[src/rtl/alu_flag_unit.sv]
// Single-cycle ALU with registered result, live carry/zero flags and an
// interrupt shadow copy of those flags (save on entry, restore on return).
module alu_flag_unit #(
  parameter int WIDTH       = 8,
  parameter bit ZERO_ON_MOV = 1'b0
) (
  input  logic             CLK,
  input  logic             RST,
  input  logic             OP_VALID,
  input  logic [3:0]       SEL,
  input  logic [WIDTH-1:0] A,
  input  logic [WIDTH-1:0] B,
  input  logic             FLG_C_SET,
  input  logic             FLG_C_CLR,
  input  logic             FLG_SAVE,
  input  logic             FLG_RESTORE,
  output logic [WIDTH-1:0] RESULT,
  output logic             RES_VALID,
  output logic             C,
  output logic             Z,
  output logic             SHAD_C,
  output logic             SHAD_Z
);

  typedef enum logic [3:0] {
    OP_ADD  = 4'h0, OP_ADDC = 4'h1, OP_SUB  = 4'h2, OP_SUBC = 4'h3,
    OP_CMP  = 4'h4, OP_AND  = 4'h5, OP_OR   = 4'h6, OP_XOR  = 4'h7,
    OP_TEST = 4'h8, OP_LSL  = 4'h9, OP_LSR  = 4'hA, OP_ROL  = 4'hB,
    OP_ROR  = 4'hC, OP_ASR  = 4'hD, OP_MOV  = 4'hE, OP_NOP  = 4'hF
  } op_e;

  typedef struct packed {
    logic [WIDTH-1:0] res;
    logic             c;
    logic             wr_res;
    logic             wr_c;
    logic             wr_z;
  } alu_out_t;

  logic [WIDTH:0]   arith;
  logic [WIDTH:0]   cin_ext;
  alu_out_t         alu;
  logic             z_new;

  assign cin_ext = {{WIDTH{1'b0}}, C};

  always_comb begin
    arith      = '0;
    alu.res    = '0;
    alu.c      = 1'b0;
    alu.wr_res = 1'b1;
    alu.wr_c   = 1'b1;
    alu.wr_z   = 1'b1;
    unique case (op_e'(SEL))
      OP_ADD:  arith = {1'b0, A} + {1'b0, B};
      OP_ADDC: arith = {1'b0, A} + {1'b0, B} + cin_ext;
      OP_SUB:  arith = {1'b0, A} - {1'b0, B};
      OP_SUBC: arith = {1'b0, A} - {1'b0, B} - cin_ext;
      OP_CMP:  begin arith = {1'b0, A} - {1'b0, B}; alu.wr_res = 1'b0; end
      default: arith = '0;
    endcase
    // the arithmetic top bit is carry for adds and borrow for subtracts
    alu.res = arith[WIDTH-1:0];
    alu.c   = arith[WIDTH];
    unique case (op_e'(SEL))
      OP_AND:  begin alu.res = A & B; alu.c = 1'b0; end
      OP_OR:   begin alu.res = A | B; alu.c = 1'b0; end
      OP_XOR:  begin alu.res = A ^ B; alu.c = 1'b0; end
      OP_TEST: begin alu.res = A & B; alu.c = 1'b0; alu.wr_res = 1'b0; end
      OP_LSL:  begin alu.res = {A[WIDTH-2:0], C};        alu.c = A[WIDTH-1]; end
      OP_LSR:  begin alu.res = {C, A[WIDTH-1:1]};        alu.c = A[0];       end
      OP_ROL:  begin alu.res = {A[WIDTH-2:0], A[WIDTH-1]}; alu.c = A[WIDTH-1]; end
      OP_ROR:  begin alu.res = {A[0], A[WIDTH-1:1]};     alu.c = A[0];       end
      OP_ASR:  begin alu.res = {A[WIDTH-1], A[WIDTH-1:1]}; alu.c = A[0];     end
      OP_MOV:  begin alu.res = B; alu.wr_c = 1'b0; alu.wr_z = ZERO_ON_MOV; end
      OP_NOP:  begin alu.wr_res = 1'b0; alu.wr_c = 1'b0; alu.wr_z = 1'b0; end
      default: ;
    endcase
  end

  assign z_new = (alu.res == '0);

  always_ff @(posedge CLK) begin
    if (RST) begin
      RESULT    <= '0;
      RES_VALID <= 1'b0;
      C         <= 1'b0;
      Z         <= 1'b0;
      SHAD_C    <= 1'b0;
      SHAD_Z    <= 1'b0;
    end else begin
      RES_VALID <= OP_VALID;
      if (OP_VALID && alu.wr_res) RESULT <= alu.res;
      // save beats restore; both beat the op's own flag result
      if (FLG_SAVE) begin
        SHAD_C <= C;
        SHAD_Z <= Z;
        C      <= 1'b0;
        Z      <= 1'b0;
      end else if (FLG_RESTORE) begin
        C <= SHAD_C;
        Z <= SHAD_Z;
      end else begin
        if (OP_VALID && alu.wr_c) C <= alu.c;
        else if (FLG_C_SET)       C <= 1'b1;
        else if (FLG_C_CLR)       C <= 1'b0;
        if (OP_VALID && alu.wr_z) Z <= z_new;
      end
    end
  end

endmodule

[config.mk]
export PLATFORM = sky130hd
export DESIGN_NAME = alu_flag_unit
export DESIGN_NICKNAME = d
export VERILOG_FILES = /design/src/rtl/alu_flag_unit.sv
export SDC_FILE = /design/constraint.sdc
export NUM_CORES = 1
export LEC_CHECK = 0
export CORE_MARGIN = 4
export CORE_UTILIZATION = 62
export CTS_BUF_LIST = sky130_fd_sc_hd__clkbuf_4
export DETAILED_ROUTE_END_ITERATION = 10
export PLACE_DENSITY = 0.94
export SLEW_MARGIN = 0
export SYNTH_ARGS = -nofsm -noshare
export SYNTH_HDL_FRONTEND = slang
export SYNTH_SLANG_ARGS = --single-unit
[constraint.sdc]
create_clock -name CLK -period 9 [get_ports CLK]
set_clock_uncertainty 0.05 [all_clocks]
set_input_delay 1.8 -clock CLK [delete_from_list [all_inputs] [get_ports CLK]]
set_output_delay 1.8 -clock CLK [all_outputs]
set_load 0.02 [all_outputs]
# After elaboration in Yosys (flattened, before gate mapping)
# Cells that the tools add are included.
# word_totals
register_bits	13
wordCells	55
out_inout_bits	13
# op_classes
muxes	12
n_eq_ne	15
n_reduce_logical	15
n_bitwise	3
addsub	4
# ops
op	n
8-bit one-hot mux with 9 select lines	1
9-bit one-hot mux with 4 select lines	1
4-bit equality test (second input constant)	8
4-bit by 3-bit equality test with 1-bit output (second input constant)	4
2-bit OR reduction	6
8-bit by 8-bit adder with 9-bit output	1
9-bit by 1-bit adder with 9-bit output	1
8-bit by 8-bit subtractor with 9-bit output	1
9-bit by 1-bit subtractor with 9-bit output	1
8-bit bitwise AND	1
4-bit by 2-bit equality test with 1-bit output (second input constant)	2
8-bit logical NOT	1
1-bit 2-to-1 mux	8
8-bit OR	1
8-bit XOR	1
4-bit by 1-bit equality test with 1-bit output (second input constant)	1
4-bit logical NOT	1
4-bit nonzero test	1
4-bit OR reduction	1
1-bit logical AND	3
1-bit one-hot mux with 3 select lines	1
3-bit OR reduction	1
2-bit 2-to-1 mux	1
2-bit nonzero test	1

# Logic depth before layout (Yosys ltp)
# depth
word_depth	7
depth_mapped	13
depth_no_buf	13

# Worst setup path before layout
# No wires, ideal clock.
# synth_timing
path_type	input -> register
start	input port A[0]
end	register Z
setup_slack_ns	4.766
setup_time_ns	0.059
arrival_time_ns	4.125
required_time_ns	8.891
stages	12
path_cell_list	inv_1 -> ha_1 -> fa_1 -> ha_1 -> nor3b_1 -> o211ai_1 -> o211ai_1 -> a211o_1 -> a211oi_1 -> nand4_1 -> nor4b_2 -> a31o_1
# synth_between
elab_chain_len	7
elab_cells_between_ends	12
cone_classes	add/sub (4); mux (4); bitwise (3); reduce/logical (1)
# synth_lines
element	line_no	source
from (decl)	11	input logic [WIDTH-1:0] A,
8-bit by 8-bit subtractor with 9-bit output or 8-bit by 8-bit adder with 9-bit output (tied branches)	-	
9-bit by 1-bit subtractor with 9-bit output or 9-bit by 1-bit adder with 9-bit output (tied branches)	58, 56	
9-bit one-hot mux with 4 select lines	54	unique case (op_e'(SEL))
8-bit one-hot mux with 9 select lines (*)	65	unique case (op_e'(SEL))
8-bit logical NOT (*)	81	assign z_new = (alu.res == '0);
1-bit 2-to-1 mux (*)	107	if (OP_VALID && alu.wr_z) Z <= z_new;
1-bit 2-to-1 mux (*)	100	end else if (FLG_RESTORE) begin
to (signal assigned)	107	
to (decl)	20	output logic Z,
# Mark *: on every way between the ends. The rest lies on a longest branch, timed or not. The select of a mux whose other input is x is not followed.
# A chain may end at the register's enable or synchronous reset.

# Worst setup path after layout
# layout_timing
start	input port A[0]
end	register RESULT[7]
# layout_between
elab_chain_len	4
elab_cells_between_ends	6
cone_classes	add/sub (4); mux (2)
# layout_lines
element	line_no	source
8-bit by 8-bit subtractor with 9-bit output or 8-bit by 8-bit adder with 9-bit output (tied branches)	-	
9-bit by 1-bit subtractor with 9-bit output or 9-bit by 1-bit adder with 9-bit output (tied branches)	58, 56	
9-bit one-hot mux with 4 select lines	54	
8-bit one-hot mux with 9 select lines (*)	65	
to (signal assigned)	93	if (OP_VALID && alu.wr_res) RESULT <= alu.res;
to (decl)	17	output logic [WIDTH-1:0] RESULT,
# Mark *: on every way between the ends. The rest lies on a longest branch, timed or not.

==> impl_metrics.yaml <==
logic_synthesis:
  postSynthNetCount: 428
  synth_async_sr_flop_share_pct: 0
  postSynthRegisterBits: 13
  mappedNetlistArea_um2: 2790
  ys_seq_area_share_pct: 9.34
  post-synth-top-area-cell: "sky130_fd_sc_hd__ha_1"
  synth_area_per_cell_um2: 7.51
  synth_area_leaders: "sky130_fd_sc_hd__ha_1, sky130_fd_sc_hd__dfxtp_1, sky130_fd_sc_hd__a211oi_1"
  yosysWarnings: 0
  count_of_flip_flops_with_a_built_in_enable_after_synthesis: 0
  synth.lib_cells_used.distinct: 74
  synth_cells: 371
  synth_largest_type_area_fraction_pct: 12.6
  synth_flop_cell: "sky130_fd_sc_hd__dfxtp_1"
clock_network:
  insertion_delay_ps: 280
  htree_levels: 1
  cts.clk_slew.worst_paths_ps: 80
  post-cts-setup-buffers: 0
  tritoncts_buffers: 3
  hold_buffers: 0
  clock_sinks: 13
  cts_root_buf: "sky130_fd_sc_hd__clkbuf_4"
  cts-resized-gates: 0
  clock_tree.buffer_depth: 2
  tritoncts: "built"
critical_path:
  reg2reg_setup_slack_ps: 6300
  endpoint_kind: "flip-flop"
  critPathLaunch: "A[0]"
  timing.setup.critical_path_class: "input pin to flip-flop"
  worstRegToRegCells: 10
  setup.worst_path.start_class: "input pin"
  rr_endpoint: "Z"
  critical_path_required_ps: 9100
  worstPathMaxFanout: 4
  worstReg2RegStart: "C"
  cp.arrival_ps: 5090
layout:
  nets: 450
  num-fill-cells: 363
  share_of_final_layout_standard_cells_stronger_than_drive_strength_1_pct: 7.91
  diodes: 0
  final_cell_mix: "sky130_fd_sc_hd__clkdlybuf4s50_1, sky130_fd_sc_hd__nor2_1, sky130_fd_sc_hd__ha_1"
  layout.area.seq_um2: 260
  mostFrequentLayoutCell: "sky130_fd_sc_hd__clkdlybuf4s50_1"
  area_growth_syn_to_layout_pct: 12.9
  multi_input_area_um2: 2280
timing:
  achievable-frequency_ghz: 0.200
  worst_slack_ps: 4010
  timing_hold_violations_final: 0
  max_slew.worst_pin.slew_ps: 1060
  post-route-period-util_pct: 55.5
  worst_hold_slack_ps: 455
  finalCriticalPeriod_ps: 4990
  grt_setup_unrepaired: "no"
  final_slew_viol_count: 0
  maxSlewHeadroom_pct: 29.4
  finalSetupTns_ps: 0
  setup_violations: 0
placement:
  hpwl_mm: 6.72
  port-buffer-count: 39
  global_placement_routability_congestion: 1.01
  place_ws_ps: 3790
die:
  die_width_um: 75.1
  core_area_um2: 4350
  dieHeight_um: 75.1
  fp-row-count: 24
  floorplan.die_area_um2: 5630
  ios: 40
  initial_standard_cell_utilization_of_the_core_pct: 64.0
status:
  outcome: "complete, no violations"
hold_path:
  hold-path-endpoint: "RESULT[3]"
  hold_start: "RESULT[3]"
  worstHoldPathCells: 2
  worst_hold_path_type: "flip-flop to flip-flop"
power_and_ir_drop:
  total_power_mw: 0.287
  power_density_nw_per_um2: 91.2
  vdd_drop_max_mv: 0.0422
  total_leakage_power_nw: 1.22
global_routing:
  vias_in_the_first_global_route: 2711
  grt_antenna_before_repair: 0
  first_pass_grt_wire_length_mm: 13.6
  grt_remaining_overflow: 0
  grt_start_max_net_pins: 41
  grtUsageTotal_pct: 31.5
route:
  drt_pre_antenna_iters: 7
  routed_via_density: 6.78
  wl_per_cell_um: 19.4
  drt_iter0_markers: 427
  num_vias: 3011
  postRouteWirelength_mm: 8.61
  residual_drc: 0
  drt.antenna.violating_nets: 0
run:
  drv_cap: 0
-- layout make-up --
class                      count  share of cell area (%)
inverter                      25                    2.98
sequential                    13                    8.27
clock buffer                   4                   0.954
multi-input combinational    308                    72.6
tap                           52                    2.07
timing repair buffer          42                    13.1
-- logic make-up after synthesis --
logic type                 after synthesis  share of synthesized area [%]
and+or+nand+nor                        132                           26.2
buffers and inverters                   50                           8.71
adders and majority gates               30                           14.0
muxes                                    6                           2.20
DFF                                     13                           9.34
AOI/OAI and AO/OA                      120                           32.3
xor gates and xnor gates                20                           7.23
-- per-stage QoR --
stage	std cells	util [%]	area [µm²]
final	444	72.3	3150
after global placement	440	71.6	3120
after global routing	444	72.3	3150
after detailed placement	440	71.6	3120
after floorplan	371	-	2790
after CTS	444	72.3	3150
-- critical path: stages --
cell and delay (ps):
sky130_fd_sc_hd__clkdlybuf4s50_1 550, sky130_fd_sc_hd__inv_1 110, sky130_fd_sc_hd__ha_1 270, sky130_fd_sc_hd__fa_1 470
sky130_fd_sc_hd__or2_1 270, sky130_fd_sc_hd__a211o_1 320, sky130_fd_sc_hd__o311ai_2 450, sky130_fd_sc_hd__and4b_1 310
sky130_fd_sc_hd__xnor2_1 70, sky130_fd_sc_hd__a211oi_1 340, sky130_fd_sc_hd__a211oi_1 120
-- sequential cells by signal, summed over array words and instances, names as in the netlist --
name       count
SHAD_C         1
SHAD_Z         1
RESULT         8
Z              1
RES_VALID      1
C              1
-- per-layer routing --
| metal | track usage, % | share of wire (%) | vias to the layer above |
|---|---|---|---|
| met4 | 15.0 | 4.2 | 0 |
| met5 | 0 | 0 | - |
| met2 | 51.2 | 46 | 186 |
| met3 | 2.94 | 11 | 39 |
| met1 | 41.8 | 39 | 1365 |
| li1 | - | - | 1421 |
-- cells in the mapped netlist, types with 5 or more instances --
cell                       number
sky130_fd_sc_hd__o21ai_0       18
sky130_fd_sc_hd__nand4_1        5
sky130_fd_sc_hd__a211oi_1      17
sky130_fd_sc_hd__nand2b_1       5
sky130_fd_sc_hd__nor2b_1        9
sky130_fd_sc_hd__xnor2_1       13
sky130_fd_sc_hd__ha_1          28
sky130_fd_sc_hd__o211ai_1       6
sky130_fd_sc_hd__xor2_1         5
sky130_fd_sc_hd__buf_4          6
sky130_fd_sc_hd__dfxtp_1       13
sky130_fd_sc_hd__and3_1         6
sky130_fd_sc_hd__nand3_1       14
sky130_fd_sc_hd__nor3_1        10
sky130_fd_sc_hd__clkbuf_1       7
sky130_fd_sc_hd__nand2_1       24
sky130_fd_sc_hd__inv_1         24
sky130_fd_sc_hd__mux2i_1        5
sky130_fd_sc_hd__nor2_1        31
sky130_fd_sc_hd__a22oi_1        7
sky130_fd_sc_hd__buf_2          8
sky130_fd_sc_hd__a21oi_1       23
-- report_power, final --
group          total, mW  leakage, nW  switching [mW]  internal, mW
registers         0.0637        0.107         0.00221        0.0615
logic              0.184         1.09           0.108        0.0755
clock network     0.0395       0.0184          0.0193        0.0203
-- how the worst max path moves through the flow --
stage | endpoint
after floorplan | Z
after global placement | RESULT[7]
after detailed placement | RESULT[7]
after CTS | RESULT[7]
after global routing | Z
final | RESULT[7]
Note: power is estimated with default switching activity, not from simulation.
